<file path="config.mk">
export PLATFORM = sky130hd
export DESIGN_NAME = seg7_scan_driver
export DESIGN_NICKNAME = d
export VERILOG_FILES = /design/src/rtl/seg7_scan_driver.sv
export SDC_FILE = /design/constraint.sdc
export NUM_CORES = 1
export LEC_CHECK = 0
export BUFFER_PORTS_ARGS = -buffer_cell sky130_fd_sc_hd__buf_2
export CELL_PAD_IN_SITES_DETAIL_PLACEMENT = 1
export CELL_PAD_IN_SITES_GLOBAL_PLACEMENT = 1
export CORE_MARGIN = 2
export CORE_UTILIZATION = 50
export CTS_BUF_LIST = sky130_fd_sc_hd__clkbuf_16
export CTS_CLUSTER_DIAMETER = 200
export CTS_CLUSTER_SIZE = 28
export DETAILED_ROUTE_END_ITERATION = 8
export HOLD_SLACK_MARGIN = 0.1
export PLACE_DENSITY_LB_ADDON = 0.1
export SYNTH_ARGS = -nofsm -noshare
export SYNTH_HDL_FRONTEND = slang
export SYNTH_SLANG_ARGS = --single-unit
</file>
<file path="constraint.sdc">
create_clock -name clk -period 5.8 [get_ports clk]
set_input_delay 1.16 -clock clk [delete_from_list [all_inputs] [get_ports clk]]
set_output_delay 1.16 -clock clk [all_outputs]
set_load 0.02 [all_outputs]
</file>
<file path="src/rtl/seg7_scan_driver.sv">
// Multiplexed common-cathode 7-segment driver with refresh divider and frame-synchronous double buffering.
// Optional build macro LEADING_ZERO_BLANK_EN suppresses leading zero digits (digit 0 is always shown).
module seg7_scan_driver #(
  parameter int NUM_DIGITS  = 4,
  parameter int REFRESH_DIV = 1000
) (
  input  logic                    clk,
  input  logic                    rst_n,
  input  logic                    load,
  input  logic [4*NUM_DIGITS-1:0] value,
  input  logic                    blank,
  output logic [6:0]              seg,
  output logic [NUM_DIGITS-1:0]   digit_en,
  output logic                    frame_tick
);

  localparam int VAL_W = 4 * NUM_DIGITS;
  localparam int CNT_W = (REFRESH_DIV > 2) ? $clog2(REFRESH_DIV) : 1;
  localparam int IDX_W = (NUM_DIGITS > 1) ? $clog2(NUM_DIGITS) : 1;
  localparam logic [CNT_W-1:0] CNT_LAST = CNT_W'(REFRESH_DIV - 1);
  localparam logic [IDX_W-1:0] IDX_LAST = IDX_W'(NUM_DIGITS - 1);

  if (NUM_DIGITS < 1 || NUM_DIGITS > 8) begin : g_bad_num_digits
    $error("seg7_scan_driver: NUM_DIGITS=%0d outside 1..8", NUM_DIGITS);
  end
  if (REFRESH_DIV < 2) begin : g_bad_refresh_div
    $error("seg7_scan_driver: REFRESH_DIV=%0d must be >= 2", REFRESH_DIV);
  end

  // Segment order {a,b,c,d,e,f,g}, 1 = lit.
  function automatic logic [6:0] hex7(input logic [3:0] nib);
    logic [6:0] s;
    case (nib)
      4'h0:    s = 7'b1111110;
      4'h1:    s = 7'b0110000;
      4'h2:    s = 7'b1101101;
      4'h3:    s = 7'b1111001;
      4'h4:    s = 7'b0110011;
      4'h5:    s = 7'b1011011;
      4'h6:    s = 7'b1011111;
      4'h7:    s = 7'b1110000;
      4'h8:    s = 7'b1111111;
      4'h9:    s = 7'b1111011;
      4'hA:    s = 7'b1110111;
      4'hB:    s = 7'b0011111;
      4'hC:    s = 7'b1001110;
      4'hD:    s = 7'b0111101;
      4'hE:    s = 7'b1001111;
      default: s = 7'b1000111;
    endcase
    return s;
  endfunction

  logic [CNT_W-1:0]      cnt_q, cnt_d;
  logic [IDX_W-1:0]      idx_q, idx_d;
  logic [VAL_W-1:0]      pend_q, pend_d;
  logic                  pend_vld_q, pend_vld_d;
  logic [VAL_W-1:0]      disp_q, disp_d;
  logic [6:0]            seg_q, seg_d;
  logic [NUM_DIGITS-1:0] digit_en_q, digit_en_d;
  logic                  frame_tick_q, frame_tick_d;

  logic                  wrap_dig;
  logic                  wrap_frm;
  logic [NUM_DIGITS-1:0] onehot;
  logic [NUM_DIGITS-1:0] shown;
  logic [3:0]            cur_nib;
  logic                  cur_shown;

  assign wrap_dig = (cnt_q == CNT_LAST);
  assign wrap_frm = wrap_dig && (idx_q == IDX_LAST);

  always_comb begin
    cnt_d = wrap_dig ? '0 : cnt_q + 1'b1;
    idx_d = idx_q;
    if (wrap_dig) begin
      idx_d = (idx_q == IDX_LAST) ? '0 : idx_q + 1'b1;
    end
  end

  // disp only moves at the frame boundary, so a frame never mixes old and new digits.
  always_comb begin
    pend_d     = pend_q;
    pend_vld_d = pend_vld_q;
    disp_d     = disp_q;
    if (load) begin
      pend_d     = value;
      pend_vld_d = 1'b1;
    end
    if (wrap_frm) begin
      if (load) begin
        disp_d = value;
      end else if (pend_vld_q) begin
        disp_d = pend_q;
      end
      pend_vld_d = 1'b0;
    end
  end

  always_comb begin
    onehot    = '0;
    cur_nib   = 4'h0;
    cur_shown = 1'b0;
    for (int k = 0; k < NUM_DIGITS; k++) begin
      if (idx_q == IDX_W'(k)) begin
        onehot[k] = 1'b1;
        cur_nib   = disp_q[4*k +: 4];
        cur_shown = shown[k];
      end
    end
  end

`ifdef LEADING_ZERO_BLANK_EN
  logic upper_zero;

  // Walk down from the MS digit; a digit is shown once any nibble at or above it is non-zero.
  always_comb begin
    shown      = '1;
    upper_zero = 1'b1;
    for (int k = NUM_DIGITS - 1; k >= 1; k--) begin
      upper_zero = upper_zero & (disp_q[4*k +: 4] == 4'h0);
      shown[k]   = ~upper_zero;
    end
  end
`else
  assign shown = '1;
`endif

  always_comb begin
    seg_d        = cur_shown ? hex7(cur_nib) : 7'b0000000;
    digit_en_d   = blank ? '0 : (onehot & shown);
    frame_tick_d = wrap_frm;
  end

  always_ff @(posedge clk or negedge rst_n) begin
    if (!rst_n) begin
      cnt_q        <= '0;
      idx_q        <= '0;
      pend_q       <= '0;
      pend_vld_q   <= 1'b0;
      disp_q       <= '0;
      seg_q        <= 7'b0000000;
      digit_en_q   <= '0;
      frame_tick_q <= 1'b0;
    end else begin
      cnt_q        <= cnt_d;
      idx_q        <= idx_d;
      pend_q       <= pend_d;
      pend_vld_q   <= pend_vld_d;
      disp_q       <= disp_d;
      seg_q        <= seg_d;
      digit_en_q   <= digit_en_d;
      frame_tick_q <= frame_tick_d;
    end
  end

  assign seg        = seg_q;
  assign digit_en   = digit_en_q;
  assign frame_tick = frame_tick_q;

endmodule

</file>
; Word level (Yosys, flattened, before mapping)
; Memory sizes are Yosys's and may differ from the RTL's. A register that Yosys moved wholly into a read port is not among the register bits.
; Cells that the tools add are included.
; Widths: inputs -> output; s select.
[op_classes]
add_sub_neg = 2
eq_ne = 4
n_mux = 15
n_reduce_logical = 6
[ops]
columns = cell, count
row1 = $mux 16, 2
row2 = $mux 4, 5
row3 = $add 10x1->10 const B, 1
row4 = $eq 10x10->1 const B, 1
row5 = $mux 10, 1
row6 = $mux 1, 6
row7 = $eq 2x2->1 const B, 2
row8 = $reduce_bool 2->1, 2
row9 = $add 2x1->2 const B, 1
row10 = $eq 2x1->1 const B, 1
row11 = $logic_not 2->1, 1
row12 = $mux 2, 1
row13 = $reduce_and 2->1, 1
row14 = $logic_and 1x1->1, 1
row15 = $logic_not 1->1, 1
[word_totals]
regBits = 50
romBits = 112
in_bits = 20
out_inout_bits = 12
elab_cells = 35
memories = 1
[memory_table]
columns = memory, depth, word_bits, read_ports, rd_ports_with_merged_regs, wr, line_no
row1 = (name not given), 16, 7, 1, 1, 0, 33  ; case (nib)

; Longest topological paths before layout
; Gate-level depths: netlist of the first run.
[depth]
ltp_word = 5
depth_mapped = 10
depth_no_buf = 9

; Worst setup path before layout of the first run
; No wires, ideal clock.
[synth_timing]
path_kind = input to register
startpoint = input port load
endpoint = register disp_q[1]
setup_ns = 0.125
arrival_ns = 2.388
t_required_ns = 5.675
path_slack_ns = 3.287
cell_stages = 5
path_buffers = 2
path_cell_list = buf_2 o21ai_0 nor4_4 buf_6 mux2_4
[synth_between]
elab_chain_len = 2
elab_cells_between_ends = 3
classes_between = 1 x mux / 2 x reduce/logical
[synth_lines]
columns = element, line_no
row1 = "start, declared", 9  ; input logic load,
row2 = $reduce_bool 2->1 (no line), n/a
row3 = $reduce_and 2->1 (no line), n/a
row4 = "end signal, assigned", 150  ; disp_q <= disp_d;
row5 = "end, declared", 58  ; logic [VAL_W-1:0] disp_q, disp_d;
; Several ways; a longest one is shown, not always the timed one.
; A chain may end at the register's enable or synchronous reset.

; Worst setup path after layout of the first run
[layout_timing]
startpoint = register idx_q[0]
endpoint = register seg_q[0] (netlist: seg[0])
[layout_between]
elab_chain_len = 5
elab_cells_between_ends = 8
classes_between = 3 x eq/ne / 4 x mux / 1 x reduce/logical
[layout_lines]
columns = element, line_no
row1 = "start, declared", 55  ; logic [IDX_W-1:0] idx_q, idx_d;
row2 = "start signal, assigned", 147  ; idx_q <= idx_d;
row3 = $logic_not 2->1, 105  ; if (idx_q == IDX_W'(k)) begin
row4 = $mux 4 (3 in a row), 105
row5 = $mux 4 (*), 105
row6 = "end, declared", 59  ; logic [6:0] seg_q, seg_d;
; Mark *: on every way between the ends. The rest lies on a longest branch, timed or not.

==> flow_metrics.py, run 1 <==
metrics = {
    "synthesis": {
        "syn_area_um2": 2630,
        "seq_area_frac_synth_pct": 54.3,
        "synth_area_per_cell_um2": 12.9,
        "synthTopCellsByArea": "dfrtp_1 (54%), mux2_2 (12%), ha_1 (5.7%)",
        "yosysUniqueCellTypes": 39,
        "syn-num-nets": 236,
        "syn-instance-count": 204,
        "synth_edf_count": 0,
        "ys_async_sr_fraction_pct": 100,
        "yosysTopAreaCell": "dfrtp_1",
        "yosysTopAreaCellShare_pct": 54.3,
        "ys_warn_count": 0,
        "synth-seq-cells": 57,
        "synth_ff_type": "dfrtp_1",
    },
    "power_and_ir_drop": {
        "fin_total_pwr_mw": 0.936,
        "leakage_nw": 1.41,
        "power_density_nw_per_um2": 300,
        "irDropWorstVdd_mv": 0.210,
    },
    "clock_network": {
        "cts_resized": 0,
        "ctsHoldBuffers": 0,
        "insertion_delay_ps": 320,
        "cts_buffer_depth": 2,
        "htree_levels": 3,
        "cts_tree": "built",
        "cts.sinks": 57,
        "ctsRootBufferMaster": "clkbuf_16",
        "path_clk_slew_ps": 50,
        "numCtsBuffers": 9,
        "cts_setup_buffers": 0,
    },
    "setup_path": {
        "startpoint_type": "register",
        "path_cells": "ha_1 > a211oi_1 > a211oi_1 > inv_1 > ha_1 > mux2_2 > a22oi_1",
        "r2r_start": "idx_q[0]$_DFFE_PN0N_",
        "crit_path_max_incr_delay_ps": 890,
        "end_kind": "register",
        "crit_fanout": 15,
        "required_ps": 6030,
        "cp.arrival_ps": 3190,
        "r2r_slack_ps": 2840,
        "crit_buf_inv": 1,
        "crit_type": "register to register",
        "reg2reg_depth": 7,
        "crit_start": "idx_q[0]$_DFFE_PN0N_",
        "r2r_end": "seg[0]$_DFF_PN0_",
        "cp_slowest_cell": "a211oi_1",
        "cpLargestDelayFamily": "compound AO/OA/AOI/OAI gates",
    },
    "cells_and_area": {
        "diodes": 0,
        "drive_above_1_share_pct": 33.9,
        "nNetsFinal": 272,
        "area_growth_pct": 18.6,
    },
    "die": {
        "fp-row-count": 26,
        "die_area_um2": 5850,
        "initial_core_util_pct": 51.8,
        "pin_count": 32,
        "fp.dieH_um": 76.5,
        "core_area_um2": 5070,
        "die_width_um": 76.5,
    },
    "sta": {
        "finalCritPeriodShare_pct": 51.0,
        "setup_viol": 0,
        "worst_slack_ps": 2840,
        "tns_ps": 0,
        "relSlewSlack_pct": 14.6,
        "tightest_slew_ps": 1270,
        "slew_violations": 0,
        "timing.final.hold_violations": 0,
        "fmax_mhz": 338,
        "clock_skew_ps": 7.97,
        "rsz0062_at_grt": "false",
        "period_needed_ps": 2960,
    },
    "drt": {
        "post_drt_wl_per_cell_um": 17.7,
        "antenna_left": 0,
        "dr.pass1.iters": 4,
        "drc_errors": 0,
        "drt-total-wl_mm": 5.59,
        "drt_iter0_drc": 59,
        "vias": 1652,
        "routed_via_density": 5.24,
    },
    "placement": {
        "pre_cts_slack_ps": 2480,
        "hpwlAfterDp_mm": 3.82,
        "place_congestion": 0.775,
        "io_buffers": 31,
    },
    "flow_run": {
        "cap_viol_max_count": 0,
    },
    "grt": {
        "grt_pass1_vias": 1892,
        "grt_pass1_wl_mm": 9.58,
        "grt_usage_pct": 21.3,
        "antenna_found_initial": 0,
        "grt_max_degree": 58,
        "grt_overflow": 0,
    },
    "hold_path": {
        "min_path_cells": 2,
        "hp-start": "pend_vld_q$_DFFE_PN0P_",
        "holdPathEnd": "pend_vld_q$_DFFE_PN0P_",
        "hp-class": "register to register",
    },
    "outcome": {
        "status": "completed",
    },
}
-- cells in the final DEF (no fill, tap or decap), types with 2 or more instances in the layout --
master	netlist	routed
xnor2_1	4	4
clkbuf_16	0	9
nor3_1	4	4
clkinv_2	0	2
mux2i_1	4	4
mux2_2	27	27
a211oi_1	4	4
inv_1	9	12
nand2_1	10	10
mux2_4	6	6
nor3b_1	4	4
xor2_1	2	2
or3_1	2	2
dfrtp_1	57	57
nand3_1	3	3
buf_4	2	2
nor2b_1	8	8
nand3b_1	3	3
a2bb2oi_1	2	2
buf_2	2	31
ha_1	12	12
nor2_1	8	8
a21oi_1	5	5
o21ai_0	9	9
-- state kept, by name, indices dropped and copies added (netlist names) --
signal	flops
frame_tick	1
idx_q	2
cnt_q	10
pend_q	16
pend_vld_q	1
disp_q	16
digit_en	4
seg	7
-- per-stage QoR --
stage	utilization [%]	cell area, um^2	instances	hold slack [ps]
final	61.4	3120	315	494
after global routing	61.4	3120	315	514
after CTS	61.4	3120	315	503
after detailed placement	55.9	2840	299	484
after global placement	55.9	2840	299	477
after floorplan	-	2630	204	455
-- where the power goes --
part | switching, mW | leakage [nW] | internal (mW)
Clock | 0.165 | 0.150 | 0.323
Sequential | 0.00303 | 0.696 | 0.410
Combinational | 0.0188 | 0.562 | 0.0156
-- synthesized netlist by cell type (all sizes together) (5+ instances only) --
| cell | n |
|---|---|
| dfrtp | 57 |
| nand2 | 10 |
| a211oi | 5 |
| o21ai | 9 |
| buf | 6 |
| a21oi | 5 |
| nor2 | 8 |
| mux2 | 33 |
| inv | 9 |
| nor2b | 8 |
| ha | 12 |
-- worst max-delay path by stage --
stage | to | cells past startpoint
after global placement | disp_q[13]$_DFFE_PN0P_ | 4
after detailed placement | disp_q[0]$_DFFE_PN0P_ | 4
after global routing | seg[0]$_DFF_PN0_ | 7
final | seg[0]$_DFF_PN0_ | 7
after floorplan | disp_q[1]$_DFFE_PN0P_ | 5
after CTS | seg[0]$_DFF_PN0_ | 7
-- metal layers --
| layer | part of all wire [%] | global-route usage [%] | vias to the layer above |
|---|---|---|---|
| met5 | 0 | 0 | - |
| li1 | - | - | 791 |
| met4 | 2.0 | 10.9 | 0 |
| met3 | 3.0 | 4.50 | 11 |
| met1 | 43 | 24.5 | 823 |
| met2 | 52 | 37.4 | 27 |
-- worst min-delay path: cells and delay by family, from the launching register on --
kind,cells,cell delay (ps)
simple gates,2,110
flops,1,340
-- cells by family after synthesis --
family / after synthesis / synth area share [%]
xor gates and xnor gates: 6 / 2.00
and+or+nand+nor: 48 / 11.2
AOI/OAI and AO/OA: 27 / 7.10
adders and majority gates: 12 / 5.72
muxes: 37 / 16.5
buffers and inverters: 17 / 3.14
DFF: 57 / 54.3
-- area by class of cell --
type / instances / area (um^2)
timing repair buffer: 33 / 170
clock inverter: 7 / 55.1
clock buffer: 9 / 225
inverter: 9 / 33.8
multi-input combinational: 130 / 1120
sequential: 57 / 1430
fill: 534 / 1960
tap: 70 / 87.6
Power figures use the tool's default switching activity.
==> inputs of run 2 (changes only) <==
Settings changed: CORE_UTILIZATION 50 to 42.
Clock period 5.8 ns to 2.6 ns, I/O delays scaled along.
==> run 2 against run 1 <==
Global-route usage down 3.8 points. Sequential share of layout area is 1.4 points lower. Non-clock buffer count increased by 7. Sequential power rose by 120%. Cell area is 3.3% higher. Cell count grew 3.8%. Total power increased by 140%. Die area is 18% higher. Flip-flop and latch count unchanged.
==> flow_metrics.py, run 2 (synthesized netlist as in run 1, its figures left out) <==
metrics = {
    "outcome": {
        "status": "completed",
    },
    "clock_network": {
        "cts_resized": 0,
        "cts_tree": "built",
        "ctsHoldBuffers": 0,
        "cts.sinks": 57,
        "numCtsBuffers": 9,
        "insertion_delay_ps": 320,
        "htree_levels": 3,
        "path_clk_slew_ps": 50,
        "cts_setup_buffers": 0,
        "ctsRootBufferMaster": "clkbuf_16",
        "cts_buffer_depth": 2,
    },
    "cells_and_area": {
        "reg_top3": "disp_q: 16 flops, pend_q: 16 flops, cnt_q: 10 flops",
        "multi_input_area_um2": 1120,
        "area_growth_pct": 22.5,
        "final_common_cell": "dfrtp_1",
        "drive_above_1_share_pct": 36.5,
        "fillers": 616,
        "nNetsFinal": 279,
        "instances_no_fill": 327,
        "seqCellArea_um2": 1430,
        "diodes": 0,
        "layout_common_cells": "dfrtp_1 (57), buf_2 (31), mux2_2 (27)",
    },
    "sta": {
        "slew_violations": 0,
        "fmax_mhz": 453,
        "relSlewSlack_pct": 68.8,
        "fin_hold_ws_ps": 190,
        "rsz0062_at_grt": "false",
        "setup_viol": 0,
        "clock_skew_ps": 6.45,
        "timing.final.hold_violations": 0,
        "tightest_slew_ps": 468,
        "finalCritPeriodShare_pct": 84.9,
        "period_needed_ps": 2210,
        "tns_ps": 0,
    },
    "drt": {
        "antenna_left": 0,
        "vias": 1678,
        "dr.pass1.iters": 4,
        "drt_iter0_drc": 41,
        "post_drt_wl_per_cell_um": 16.8,
        "routed_via_density": 5.13,
        "drt-total-wl_mm": 5.49,
        "drc_errors": 0,
    },
    "die": {
        "initial_core_util_pct": 43.8,
        "fp-row-count": 28,
        "die_width_um": 83.1,
        "die_area_um2": 6900,
        "fp.dieH_um": 83.1,
        "pin_count": 32,
        "core_area_um2": 5990,
    },
    "grt": {
        "grt_pass1_vias": 1935,
        "grt_pass1_wl_mm": 9.37,
        "grt_overflow": 0,
        "grt_usage_pct": 17.5,
        "grt_max_degree": 58,
        "antenna_found_initial": 0,
    },
    "setup_path": {
        "crit_type": "register to register",
        "crit_fanout": 15,
        "cp.arrival_ps": 2440,
        "startpoint_type": "register",
        "end_kind": "register",
        "reg2reg_depth": 7,
        "required_ps": 2830,
    },
    "hold_path": {
        "hp-class": "input port to asynchronous set/reset pin",
    },
    "flow_run": {
        "cap_viol_max_count": 0,
    },
    "placement": {
        "place_congestion": 0.795,
        "io_buffers": 31,
        "dp_cells": 311,
        "hpwlAfterDp_mm": 3.92,
    },
    "power_and_ir_drop": {
        "irDropWorstVdd_mv": 0.466,
        "power_density_nw_per_um2": 690,
        "leakage_nw": 1.45,
    },
}
[run 2: changes by cell type in the layout (fill, tap and decap cells not counted)]
cell	previous run	this run
buf_12	0	1
clkinvlp_4	0	1
buf_4	2	8
inv_1	12	9
bufinv_16	1	2
clkinv_1	1	2
[run 2: critical path: stages, from the launching register on]
cell      delay, ps
dfrtp_1         400
ha_1            470
a211oi_1        100
a211oi_1        340
inv_1           150
ha_1            250
mux2_2          270
a22oi_1         140
[run 2: power breakdown]
group          switching, mW  internal [mW]
registers            0.00657          0.914
logic                 0.0412         0.0379
clock network          0.393          0.826
total                  0.441           1.78
[run 2: path summary, 6_finish.rpt]
check	start	end	slack [ps]
max	idx_q[0]$_DFFE_PN0N_	seg[0]$_DFF_PN0_	390
min	rst_n	pend_q[9]$_DFFE_PN0P_	190
max reg2reg	idx_q[0]$_DFFE_PN0N_	seg[0]$_DFF_PN0_	390
min reg2reg	pend_vld_q$_DFFE_PN0P_	pend_vld_q$_DFFE_PN0P_	480
max in group asynchronous	rst_n	seg[1]$_DFF_PN0_	2160
min in group clk	blank	digit_en[0]$_DFF_PN0_	410
[run 2: routing by layer]
layer	vias up	track usage, %	routed length (um)
met5	-	0	0
met4	0	11.3	124
met3	11	4.57	187
met2	31	28.7	2850
met1	833	20.2	2330
li1	803	-	-
[run 2: layout make-up]
class	instances	area share, %
timing repair buffer	40	7.31
multi-input combinational	130	34.7
tap	75	2.92
clock buffer	9	7.00
inverter	9	1.05
sequential	57	44.3
clock inverter	7	2.64
[run 2: metrics by stage]
step / utilization (%) / power, mW / instance area (um^2) / setup WS, ps
4_1_cts: 53.7 / 2.25 / 3220 / 378
2_1_floorplan: - / 0.970 / 2630 / 226
3_5_place_dp: 48.5 / 1.02 / 2910 / 390
6_report: 53.7 / 2.22 / 3220 / 392
3_3_place_gp: 48.5 / 1.01 / 2910 / 467
5_1_grt: 53.7 / 2.31 / 3220 / 161
